File: src/rtl/shift_reg_pkg.sv
// Shared defaults for the N-bit shift register family.
// SHIFT_REG_GEN_STRUCT_EN picks the default build: per-bit sr_dff generate chain when defined, vector procedural block otherwise.
package shift_reg_pkg;

   localparam int          SR_DEFAULT_N         = 8;
   localparam logic [63:0] SR_DEFAULT_RESET_VAL = '0;

`ifdef SHIFT_REG_GEN_STRUCT_EN
   localparam bit SR_DEFAULT_GEN_STRUCT = 1'b1;
`else
   localparam bit SR_DEFAULT_GEN_STRUCT = 1'b0;
`endif

endpackage

File: src/rtl/n_bit_shift_register_w_always_sr_dff.sv
// Single-bit D flop with synchronous active-low reset to a per-stage value.
// Building block of the generate-style shift register.
module sr_dff (
   input  logic d,
   input  logic rst,
   input  logic clk,
   input  logic rstval,
   output logic q
);

   always_ff @(posedge clk) begin
      if (!rst) begin
         q <= rstval;
      end else begin
         q <= d;
      end
   end

endmodule

File: src/rtl/n_bit_shift_register_w_always_variants.sv


module nBitShiftRegisterwAlways
   import shift_reg_pkg::*;
#(
   parameter int           N         = SR_DEFAULT_N,
   parameter logic [0:N-1] RESET_VAL = SR_DEFAULT_RESET_VAL[N-1:0]
) (
   input  logic         sln,
   input  logic         rst,
   input  logic         clk,
   output logic [0:N-1] q
);

   n_bit_shift_register_w_always #(
      .N          (N),
      .RESET_VAL  (RESET_VAL),
      .GEN_STRUCT (1'b0)
   ) u_core (
      .sln (sln),
      .rst (rst),
      .clk (clk),
      .q   (q)
   );

endmodule

File: src/rtl/n_bit_shift_register_w_always.sv
// N-bit serial-in/parallel-out shift register; q[0] is the entry stage.
// SHIFT_REG_GEN_STRUCT_EN (via shift_reg_pkg) sets the default of GEN_STRUCT; both styles are cycle-identical.
module n_bit_shift_register_w_always
   import shift_reg_pkg::*;
#(
   parameter int           N          = SR_DEFAULT_N,
   parameter logic [0:N-1] RESET_VAL  = SR_DEFAULT_RESET_VAL[N-1:0],
   parameter bit           GEN_STRUCT = SR_DEFAULT_GEN_STRUCT
) (
   input  logic         sln,
   input  logic         rst,
   input  logic         clk,
   output logic [0:N-1] q
);

   if (GEN_STRUCT) begin : g_struct
      // Each stage is its own flop; stage 0 takes sln, the rest take their predecessor.
      for (genvar i = 0; i < N; i++) begin : g_stage
         logic d;
         if (i == 0) begin : g_head
            assign d = sln;
         end else begin : g_tail
            assign d = q[i-1];
         end
         sr_dff u_dff (
            .d      (d),
            .rst    (rst),
            .clk    (clk),
            .rstval (RESET_VAL[i]),
            .q      (q[i])
         );
      end
   end else begin : g_always
      always_ff @(posedge clk) begin
         if (!rst) begin
            q <= RESET_VAL;
         end else begin
            q[0] <= sln;
            for (int i = 1; i < N; i++) begin
               q[i] <= q[i-1];
            end
         end
      end
   end

endmodule

File: config.mk
export PLATFORM = sky130hd
export DESIGN_NAME = nBitShiftRegisterwAlways
export DESIGN_NICKNAME = d
export VERILOG_FILES = /design/src/rtl/shift_reg_pkg.sv /design/src/rtl/n_bit_shift_register_w_always_sr_dff.sv /design/src/rtl/n_bit_shift_register_w_always_variants.sv /design/src/rtl/n_bit_shift_register_w_always.sv
export SDC_FILE = /design/constraint.sdc
export NUM_CORES = 1
export LEC_CHECK = 0
export ABC_CLOCK_PERIOD_IN_PS = 800
export BUFFER_PORTS_ARGS = -buffer_cell sky130_fd_sc_hd__buf_2
export CORE_AREA = 2 2 39 41
export DETAILED_ROUTE_END_ITERATION = 7
export DIE_AREA = 0 0 41 43
export GPL_TIMING_DRIVEN = 0
export PLACE_DENSITY = 0.4
export SYNTH_ARGS = -nofsm -noshare
export SYNTH_HDL_FRONTEND = slang
export SYNTH_SLANG_ARGS = --single-unit
File: constraint.sdc
create_clock -name clk -period 0.8 [get_ports clk]
set_input_delay 0 -clock clk [delete_from_list [all_inputs] [get_ports clk]]
set_output_delay 0 -clock clk [all_outputs]
set_load 0.005 [all_outputs]
==> metrics.txt <==
cell-by-cell trace of the critical path buf_2; Congestion Overflow GR 0; clock tree sinks 8; family with the most delay on the worst path flip-flops; number of instances in the synthesized netlist 16; core utilization of the finished layout 22.6%; average cell area after synthesis 13.1 um2; Worst R2R Path Depth 1; startpoint kind of the worst setup timing path flip-flop; CP arrival 0.68 ns; DR vias 150; deepest clock path buffer count 2; sequential fraction of the synthesis area 76.2%; die height 43 um; RSZ-0062 raised after global routing false; Buf+Inv Stages, Crit Path 1; site row count 14; worst clock skew on the final layout 0.00120 ns; Initial Utilization 15.2%; origin of the worst setup path u_core.q[1]$_SDFF_PN0_; routed len/inst 7.76 um; sequential standard cell area 160 um2; insertion delay to the later sink of the worst-skew pair 0.25 ns; overall global routing resource usage 5.63%; required time at the endpoint of the critical path 0.80 ns; Buffers on Ports 10; nets in the synthesized netlist 19; share of the cycle needed by the critical path after routing 84.9%; final routed wirelength across all metal layers 357 um; initial antenna violation count 0; top area cells in the synthesized netlist sky130_fd_sc_hd__dfxtp_1 (76%), sky130_fd_sc_hd__and2_1 (24%); final routed DRC violation total 0; slowest stage cell on the critical path sky130_fd_sc_hd__dfxtp_1; last element of the critical path q[1]; area overhead of the layout relative to synthesis 48.8%; Yosys cell types 2; worst flop-to-flop path endpoint u_core.q[2]$_SDFF_PN0_; # diodes 0; power per unit of standard cell area 2330 mW/mm2; TritonCTS clock tree built; FF+latch count, synth 8; count of endpoints failing hold in the final timing report 0; largest vdd supply drop 0.000766 V; origin of the critical flop-to-flop path u_core.q[1]$_SDFF_PN0_; fillers 152; Starting DRT DRC Count 0; Max Cap Violations 0; share of cells above drive strength 1 43.3%; root buffer selected by CTS sky130_fd_sc_hd__clkbuf_4; width of the chip 41 um; footprint of the multi-input gates 50.0 um2; area enclosed by the die boundary 0.00176 mm2; status complete, no violations; number of warnings reported in the yosys synthesis log 0; Syn Std Cell Area 210 um2; share of the synthesized area in the top cell type 76.2%; max FFs per register 8; Slew Limit Fails 0; flop-to-flop setup slack 0.25 ns; 1st-pass router iterations 1; final worst slack 0.121 ns; type of the setup path with the least slack reg2out; sum of negative setup slack 0 ns; stage delay of the slowest cell on the critical path 0.32 ns; pin count of the biggest net entering global routing 9; leading registers by flop count u_core.q (8); instance area at placement 280 um2; actual slew at the worst max-slew pin 0.102 ns; number of nets in the layout 35; setup-violating endpoint count in the final report 0; gp weighted congestion 0.545; post-layout min period 0.679 ns; CTS clock-pin slew for the worst setup and hold paths 0.05 ns; area of the core 0.00138 mm2; CP Depth 1; I/O pin cnt 11; type of the worst min-delay path in2reg; post-route cell area 313 um2; Reg with most FFs u_core.q; leakage power 0.157 nW; Max Fclk 1.47 GHz; number of H-tree levels 1; vias in the first global route 139; worst relative slew slack 93.2%; nature of the critical path endpoint primary output; via density per instance 3.26; Setup WS pre-CTS 0.248 ns; total CTS buffers 3; Synth area leader sky130_fd_sc_hd__dfxtp_1; worst-path fanout max 2; count of antenna-violating nets left after detailed routing 0; global-route wire length before repair 579 um
==> metal layers <==
layer  vias up  global-route usage [%]  routed length (um)
met4         0                    2.00                   0
met2        14                    6.56                 112
met5         -                       0                   0
met1        60                    5.48                 169
met3         0                    7.85                  74
li1         76                       -                   -
==> logic make-up after synthesis <==
group and share of synthesized area (%):
DFF 76.2, and+or+nand+nor 23.8
==> timing repair <==
item	CTS	global route
setup endpoints to repair	0	0
endpoints found under the hold margin	1	0
gates resized for setup	0	0
setup buffers	0	0
hold buffers	1	0
==> layout by cell type (no fill, tap or decap) <==
cell type and n:
sky130_fd_sc_hd__and2_1 8, sky130_fd_sc_hd__buf_2 10, sky130_fd_sc_hd__clkbuf_4 3, sky130_fd_sc_hd__dfxtp_1 8
sky130_fd_sc_hd__dlygate4sd3_1 1
==> per-stage QoR <==
stage                     instances  power, W  hold WS (ns)
final                            46  0.000730        0.0389
after global routing             46  0.000776        0.0416
after CTS                        46  0.000748        0.0357
after detailed placement         42  0.000441         0.211
after global placement           42  0.000439         0.208
after floorplan                  16  0.000424         0.122
==> where the power goes <==
part / internal (W) / switching, W
clock: 0.000171 / 0.000124
combinational: 0.0000154 / 0.0000102
sequential: 0.000407 / 0.00000291
total: 0.000593 / 0.000137
==> worst min path at each step <==
stage / slack (ns) / depth (start not counted) / start / endpoint
after detailed placement: 0.21 / 2 / sln / u_core.q[0]$_SDFF_PN0_
after floorplan: 0.12 / 1 / rst / u_core.q[0]$_SDFF_PN0_
final: 0.04 / 2 / rst / u_core.q[5]$_SDFF_PN0_
after CTS: 0.04 / 2 / rst / u_core.q[7]$_SDFF_PN0_
after global placement: 0.21 / 2 / sln / u_core.q[0]$_SDFF_PN0_
after global routing: 0.04 / 2 / rst / u_core.q[1]$_SDFF_PN0_
==> cell usage after synthesis, drive strengths merged <==
master  number
and2         8
dfxtp        8
==> area by class of cell <==
class	instances	area share, %
clock buffers	3	7.20
repair buffers	11	19.2
multi-input cells	8	16.0
well taps	16	6.40
flip-flops and latches	8	51.2
Note: power is estimated with default switching activity, not from simulation.
